==> src/rtl/store_ctrl_if.sv <==
// rtl/store_ctrl_if.sv - store request and memory port bundle for store_ctrl
interface store_ctrl_if;
    logic        start;
    logic [1:0]  size;
    logic [31:0] addr;
    logic [31:0] wdata;
    logic [31:0] mem_addr;
    logic        mem_wr;
    logic [31:0] mem_wdata;
    logic [31:0] mem_rdata;
    logic        busy;
    logic        done;
    logic        err;

    modport slave (
        input  start, size, addr, wdata, mem_rdata,
        output mem_addr, mem_wr, mem_wdata, busy, done, err
    );

    modport master (
        output start, size, addr, wdata, mem_rdata,
        input  mem_addr, mem_wr, mem_wdata, busy, done, err
    );
endinterface

==> src/rtl/store_ctrl.sv <==
// rtl/store_ctrl.sv - byte/half/word store controller with read-modify-write
module store_ctrl (
    input  logic        clk,
    input  logic        reset,
    store_ctrl_if.slave bus
);
    typedef enum logic [2:0] {IDLE, RD, WAIT, MERGE, WR, FIN} state_t;

    state_t      state_q;
    logic [1:0]  size_q;
    logic [1:0]  lane_q;
    logic [15:0] wdata_q;
    logic [31:0] merge_q;
    logic [31:0] mem_addr_q;
    logic [31:0] mem_wdata_q;
    logic        mem_wr_q;
    logic        busy_q;
    logic        done_q;
    logic        err_q;
    logic [31:0] merged_d;
    logic        reject;

    assign reject = (bus.size == 2'b11)
                  | ((bus.size == 2'b01) & bus.addr[0])
                  | ((bus.size == 2'b10) & (bus.addr[1:0] != 2'b00));

    // Sub-word data is patched into the captured read word; lanes are little-endian.
    always_comb begin
        merged_d = merge_q;
        if (size_q == 2'b00) begin
            merged_d[{lane_q, 3'b000} +: 8] = wdata_q[7:0];
        end else if (lane_q[1]) begin
            merged_d[31:16] = wdata_q;
        end else begin
            merged_d[15:0] = wdata_q;
        end
    end

    always_ff @(posedge clk) begin
        if (reset) begin
            state_q     <= IDLE;
            size_q      <= 2'b00;
            lane_q      <= 2'b00;
            wdata_q     <= 16'h0;
            merge_q     <= 32'h0;
            mem_addr_q  <= 32'h0;
            mem_wdata_q <= 32'h0;
            mem_wr_q    <= 1'b0;
            busy_q      <= 1'b0;
            done_q      <= 1'b0;
            err_q       <= 1'b0;
        end else begin
            done_q <= 1'b0;
            err_q  <= 1'b0;
            case (state_q)
                IDLE: begin
                    if (bus.start) begin
                        size_q     <= bus.size;
                        lane_q     <= bus.addr[1:0];
                        wdata_q    <= bus.wdata[15:0];
                        mem_addr_q <= {bus.addr[31:2], 2'b00};
                        if (reject) begin
                            err_q <= 1'b1;
                        end else if (bus.size == 2'b10) begin
                            state_q     <= WR;
                            busy_q      <= 1'b1;
                            mem_wr_q    <= 1'b1;
                            mem_wdata_q <= bus.wdata;
                        end else begin
                            state_q <= RD;
                            busy_q  <= 1'b1;
                        end
                    end
                end
                RD: state_q <= WAIT;
                WAIT: begin
                    // Read data is valid in WAIT, one cycle after the address went out in RD.
                    merge_q <= bus.mem_rdata;
                    state_q <= MERGE;
                end
                MERGE: begin
                    mem_wdata_q <= merged_d;
                    mem_wr_q    <= 1'b1;
                    state_q     <= WR;
                end
                WR: begin
                    mem_wr_q    <= 1'b0;
                    mem_wdata_q <= 32'h0;
                    done_q      <= 1'b1;
                    state_q     <= FIN;
                end
                FIN: begin
                    busy_q  <= 1'b0;
                    state_q <= IDLE;
                end
                default: begin
                    busy_q   <= 1'b0;
                    mem_wr_q <= 1'b0;
                    state_q  <= IDLE;
                end
            endcase
        end
    end

    assign bus.mem_addr  = mem_addr_q;
    assign bus.mem_wr    = mem_wr_q;
    assign bus.mem_wdata = mem_wdata_q;
    assign bus.busy      = busy_q;
    assign bus.done      = done_q;
    assign bus.err       = err_q;
endmodule

==> src/flat_wrapper.sv <==
// flat-port wrapper written by rule: the top's interface ports become plain ports
module store_ctrl_flat 
  (clk, reset, bus_start, bus_size, bus_addr, bus_wdata, bus_mem_rdata, bus_mem_addr, bus_mem_wr, bus_mem_wdata, bus_busy, bus_done, bus_err);
  store_ctrl_if bus_i ();
  input  logic clk;
  input  logic reset;
  input wire logic [$bits(bus_i.start)-1:0] bus_start;
  input wire logic [$bits(bus_i.size)-1:0] bus_size;
  input wire logic [$bits(bus_i.addr)-1:0] bus_addr;
  input wire logic [$bits(bus_i.wdata)-1:0] bus_wdata;
  input wire logic [$bits(bus_i.mem_rdata)-1:0] bus_mem_rdata;
  output wire logic [$bits(bus_i.mem_addr)-1:0] bus_mem_addr;
  output wire logic [$bits(bus_i.mem_wr)-1:0] bus_mem_wr;
  output wire logic [$bits(bus_i.mem_wdata)-1:0] bus_mem_wdata;
  output wire logic [$bits(bus_i.busy)-1:0] bus_busy;
  output wire logic [$bits(bus_i.done)-1:0] bus_done;
  output wire logic [$bits(bus_i.err)-1:0] bus_err;
  assign bus_i.start = bus_start;
  assign bus_i.size = bus_size;
  assign bus_i.addr = bus_addr;
  assign bus_i.wdata = bus_wdata;
  assign bus_i.mem_rdata = bus_mem_rdata;
  assign bus_mem_addr = bus_i.mem_addr;
  assign bus_mem_wr = bus_i.mem_wr;
  assign bus_mem_wdata = bus_i.mem_wdata;
  assign bus_busy = bus_i.busy;
  assign bus_done = bus_i.done;
  assign bus_err = bus_i.err;
  store_ctrl u_core (.clk(clk), .reset(reset), .bus(bus_i));
endmodule
==> config.mk <==
export PLATFORM = sky130hd
export DESIGN_NAME = store_ctrl_flat
export DESIGN_NICKNAME = d
export VERILOG_FILES = /design/src/rtl/store_ctrl_if.sv /design/src/rtl/store_ctrl.sv /design/src/flat_wrapper.sv
export SDC_FILE = /design/constraint.sdc
export NUM_CORES = 1
export LEC_CHECK = 0
export CAP_MARGIN = 20
export CORE_MARGIN = 3
export CORE_UTILIZATION = 43
export CTS_CLUSTER_DIAMETER = 100
export DETAILED_ROUTE_END_ITERATION = 8
export PLACE_DENSITY_LB_ADDON = 0.2
export SYNTH_ARGS = -nofsm -noshare
export SYNTH_HDL_FRONTEND = slang
export SYNTH_SLANG_ARGS = --single-unit
export TNS_END_PERCENT = 30
==> constraint.sdc <==
create_clock -name clk -period 2.3 [get_ports clk]
set_input_delay 0.46 -clock clk [delete_from_list [all_inputs] [get_ports clk]]
set_output_delay 0.46 -clock clk [all_outputs]
set_load 0.02 [all_outputs]
Yosys cells after proc, flatten, opt, wreduce, memory -nomap -nowiden

Index checks and enable logic that the tools add are counted.

Reduce and logical (&&, ||, !) cells: 12
Multipliers: 0
$lt $le $gt $ge: 0
Divide/modulo/power cells: 0
Eq/ne operators: 11
Mux-type cells: 21
Add/sub/neg operators: 1
Shift operators: 2
Bitwise logic cells: 8

Operators by type and width:

| kind                                                                    | count |
|---|---|
| 32-bit 2-to-1 mux                                                       | 4 |
| 32-bit case mux with 3 select lines                                     | 1 |
| 32-bit bitwise mux                                                      | 1 |
| 16-bit 2-to-1 mux                                                       | 2 |
| 8-bit by 7-bit variable shift with 32-bit output (first input constant) | 1 |
| 8-bit by 7-bit variable part select with 32-bit output                  | 1 |
| 3-bit case mux with 5 select lines                                      | 1 |
| 3-bit 2-to-1 mux                                                        | 3 |
| 4-bit AND reduction                                                     | 2 |
| 1-bit 2-to-1 mux                                                        | 7 |
| 5-bit negator with 7-bit output                                         | 1 |
| 3-bit by 2-bit == test with 1-bit output (second input constant)        | 2 |
| 3-bit == test (second input constant)                                   | 2 |
| 3-bit OR reduction                                                      | 2 |
| 2-bit == test (second input constant)                                   | 2 |
| 2-bit != test (second input constant)                                   | 2 |
| 1-bit NOT                                                               | 4 |
| 2-bit AND reduction                                                     | 2 |
| 4-bit OR reduction                                                      | 1 |
| 3-bit by 1-bit == test with 1-bit output (second input constant)        | 1 |
| 3-bit zero test                                                         | 1 |
| 1-bit case mux with 3 select lines                                      | 1 |
| 3-bit AND reduction                                                     | 1 |
| 3-bit nonzero test                                                      | 1 |
| 7 further kinds                                                         | 9 |

RAM bits: 0
ROM bits: 0
Bits in registers: 121
Word-level logic and storage cells: 66
Bits in latches: 0
Memories kept: 0
Output and inout bits: 68

Logic depth before layout (Yosys ltp)

Gate-level depths: netlist of run 1.

Depth after elaboration: 7
Gate-level depth with buffers: 9

Worst setup path before layout of run 1

Ideal clock, no wire load.

Path type: reg-to-reg
Start point: register u_core.lane_q[1]
End point: register u_core.mem_wdata_q[31] (netlist: u_core.bus.mem_wdata[31])
Arrival: 2.174 ns
Path slack: 0.030 ns
Stages on the path, launching flop included: 10
Path buffers: 3
Cell sequence: dfxtp_1 buf_2 buf_2 inv_1 ha_1 nor4bb_1 buf_2 a221oi_1 a211o_1 a221oi_1

Longest elaborated chain between the ends: 5
Elaborated cells on any way between the ends: 7
Classes of those cells: add/sub: 1; shift: 2; mux: 4

RTL lines:

| what                                                                                                                              | line             | text |
|---|---|---|
| start, declared                                                                                                                   | store_ctrl.sv:11 | `logic [1:0] lane_q;` |
| start signal, assigned                                                                                                            | store_ctrl.sv:59 | `lane_q <= bus.addr[1:0];` |
| 5-bit negator with 7-bit output                                                                                                   | store_ctrl.sv:31 | `merged_d[{lane_q, 3'b000} +: 8] = wdata_q[7:0];` |
| 8-bit by 7-bit variable part select with 32-bit output / 8-bit by 7-bit variable shift with 32-bit output (equally long branches) | store_ctrl.sv:31 |  |
| 32-bit bitwise mux                                                                                                                | store_ctrl.sv:31 |  |
| 32-bit 2-to-1 mux (*)                                                                                                             | store_ctrl.sv:30 | `if (size_q == 2'b00) begin` |
| 32-bit case mux with 3 select lines (*)                                                                                           | store_ctrl.sv:55 | `case (state_q)` |
| end signal, assigned                                                                                                              | store_ctrl.sv:68 | `mem_wdata_q <= bus.wdata;` |
| end signal, assigned                                                                                                              | store_ctrl.sv:82 | `mem_wdata_q <= merged_d;` |
| end, declared                                                                                                                     | store_ctrl.sv:15 | `logic [31:0] mem_wdata_q;` |

Mark *: on every way between the ends. The rest lies on a longest branch, timed or not.
A chain may end at the register's enable or synchronous reset.

Final worst setup path of run 1

Start point: register u_core.lane_q[1]
End point: register u_core.mem_wdata_q[30] (netlist: u_core.bus.mem_wdata[30])

The elaborated chain is that of the path after synthesis.

==> reports/summary.txt, run 1 <==
Final Power = 0.00660 W
Top-area cell type share of the netlist area = 0.422
Leakage = 2.76 nW
Count of cell types in the netlist = 38
RSZ-0062 raised after global routing = no
CTS clk-pin slew, worst paths = 0.05 ns
Sink Count = 121
Crit Reg-Reg Startpoint = u_core.lane_q[1]
Die span in y = 121 µm
Worst vdd rail ir drop = 0.540 mV
Max stage delay on crit path = 0.43 ns
Die ar. = 14,800 µm²
Remaining global-route overflow = 0
Hold Startpoint = u_core.size_q[0]
Vias in the first global route = 5,569
Synth Flop Type = dfxtp_1
Arr. time, crit path = 2.52 ns
Post-synth EDFFs = 0
WL/cell = 17.6 µm
Diodes inserted = 0
Gr usage total = 0.239
Syn_area_per_cell = 8.60 µm²
Final hold vios = 0
Area Growth Syn to Fin = 43.1%
Top cell type by total area after synthesis = dfxtp_1
Global-route wire length before repair = 27.8 mm
DR vias = 5,589
Initial antenna violation count = 0
Final setup fails = 0
Ys Warns = 0
Crit Path Category = flip-flop to flip-flop
Worst Skew = 0.00787 ns
Hold EP = u_core.size_q[0]
Die width = 121 µm
Non-Filler Instances = 999
Pre-CTS setup slack = 0.0309 ns
Worst R2R Path Depth = 7
Max-slew violation count = 0
Synth cell count leaders = 167 x nand2_1, 121 x dfxtp_1, 84 x a21oi_1
TritonCTS buffer count = 17
Reg2Reg Setup Slack = 0.1 ns
FMAX = 0.454 GHz
Hold_buf cts = 0
Site Rows = 41
Core ar. = 12,800 µm²
CP required = 2.62 ns
Hold Crit Depth = 2
ANT nets after route = 0
Post-Syn Area = 5740 µm²
Fin crit share = 0.959
PortBufs = 166
Nets = 921
Crit Path Max Fanout = 6
CTS max path bufs = 2
Async S/R FF share, synth = 0
CTS root buffer = clkbuf_16
Critical Path Most Common Cell = a221oi_1
Pin count of the biggest net entering global routing = 65
1st-pass router iterations = 5
RR Endpoint = u_core.bus.mem_wdata[30]
Status = finished clean
Layout cells sized above 1 = 0.112
Pwr Density = 804 nW/µm²
CTS resizes = 0
CP cell instances = inv_1 -> ha_1 -> nor4bb_1 -> buf_4 -> a221oi_1 -> a211o_1 -> a221oi_1
H-tree depth = 4
Sequential fraction of the synthesis area = 0.422
Post-Route WL = 17.6 mm
Ports = 169
Worst Hold Class = flip-flop to flip-flop
Final setup margin = 0.0950 ns
Max-Cap Viols = 0
Placer Congestion = 0.858
Rel. slew slack = 0.638
FF+latch count, synth = 121
Top-count cell post-synth = nand2_1
Hpwl dp = 12.0 mm
Cell count after synthesis = 667
Initial core utilization = 0.447
Iter 0 DRT Violations = 378
Drt drc = 0
DR vias/cell = 5.59
Startpoint Class = flip-flop
Final setup TNS = 0 ns
CTS tree = done
Slowest CP cell = nor4bb_1
Dpl cells = 968
Slew @ Worst Pin = 0.543 ns
Clock Latency Late Sink = 0.41 ns
Crit path time final = 2.20 ns
Synth top area cells = dfxtp_1 42%, nand2_1 11%, a221oi_2 7.6%, a21oi_1 7.3%, mux2i_1 5.6%
Post-CTS Setup Inserts = 0
CP Capture Type = flip-flop
registers in the layout, summed over array words and instances (netlist names):
| register | flops |
|---|---|
| u_core.bus.mem_wdata | 32 |
| u_core.merge_q | 32 |
| u_core.bus.mem_addr | 30 |
| u_core.wdata_q | 16 |
| u_core.state_q | 3 |
| u_core.lane_q | 2 |
| u_core.size_q | 2 |
| u_core.bus.busy | 1 |
| u_core.bus.done | 1 |
| u_core.bus.err | 1 |
| u_core.bus.mem_wr | 1 |
where the power goes:
group / switching, W / internal [W]
clock network: 0.000920 / 0.00189
registers: 0.000145 / 0.00227
logic: 0.000727 / 0.000645
routing by layer:
metal / share of wire / wire [µm] / vias to the layer above / global-route usage
met3: 0.089 / 1560 / 34 / 0.0867
li1: - / - / 2656 / -
met4: 0.025 / 438 / 0 / 0.0875
met2: 0.50 / 8750 / 218 / 0.407
met5: 0 / 0 / - / 0
met1: 0.39 / 6880 / 2681 / 0.275
area by class of cell:
cell class / count / area, µm²
Fill cell: 1088 / 4620
Multi-Input combinational cell: 446 / 2870
Sequential cell: 121 / 2420
Timing Repair Buffer: 190 / 1930
Clock buffer: 23 / 478
Tap cell: 172 / 215
Inverter: 39 / 146
Clock inverter: 8 / 143
through the flow:
stage | instance area (µm²) | util | hold WS [ns]
floorplan | 5740 | - | 0.431
global placement | 7580 | 0.591 | 0.439
detailed placement | 7580 | 0.591 | 0.445
CTS | 8210 | 0.640 | 0.452
global route | 8210 | 0.640 | 0.478
finish | 8210 | 0.640 | 0.452
critical path: cells and delay by family, from the launching register on:
kind            cells  cell delay [ns]
simple gates        1             0.43
flops               1             0.38
compound gates      3             0.65
fa+ha+maj           1             0.33
buf+inv             2             0.32
how the worst max path moves through the flow:
stage / start / endpoint / slack [ns] / depth (start not counted)
5_1_grt: u_core.lane_q[1] / u_core.bus.mem_wdata[27] / 0.009 / 7
4_1_cts: u_core.lane_q[1] / u_core.bus.mem_wdata[30] / 0.11 / 7
3_5_place_dp: bus_addr[1] / u_core.bus.mem_wdata[19] / 0.03 / 6
3_3_place_gp: bus_size[0] / u_core.bus.mem_wdata[24] / 0.09 / 6
6_report: u_core.lane_q[1] / u_core.bus.mem_wdata[30] / 0.1 / 7
2_1_floorplan: u_core.lane_q[1] / u_core.bus.mem_wdata[31] / 0.03 / 9
layout by cell type (no fill, tap or decap), drive strengths merged, types with 5 or more instances in the layout:
cell,Yosys,layout
a21oi,84,84
dfxtp,121,121
clkdlybuf4s50,0,165
ha,5,5
clkbuf,36,23
a221oi,64,64
nand2,167,167
o21ai,34,34
mux2i,32,32
inv,39,39
buf,26,25
a211o,32,32
cells by family (layout without fill, tap and decap cells):
group | after synthesis | in the layout | synth area share
AO/OA/AOI/OAI | 219 | 219 | 0.290
adder cells (fa/ha/maj) | 5 | 5 | 0.0109
AND/OR/NAND/NOR | 187 | 187 | 0.140
multiplexers | 32 | 32 | 0.0558
other | 1 | 2 | 0.000654
XOR/XNOR | 1 | 1 | 0.00153
buffers and inverters | 101 | 260 | 0.0792
flip-flops | 121 | 121 | 0.422
(Power assumes the default switching activity.)
==> run 2, diff against run 1 <==
--- a/config.mk
+++ b/config.mk
@@ -8,7 +8,6 @@
 export CAP_MARGIN = 20
 export CORE_MARGIN = 3
 export CORE_UTILIZATION = 43
-export CTS_CLUSTER_DIAMETER = 100
 export DETAILED_ROUTE_END_ITERATION = 8
 export PLACE_DENSITY_LB_ADDON = 0.2
 export SYNTH_ARGS = -nofsm -noshare
==> results of run 2 <==
Final layout, timing and power as in run 1 (identical DEF).
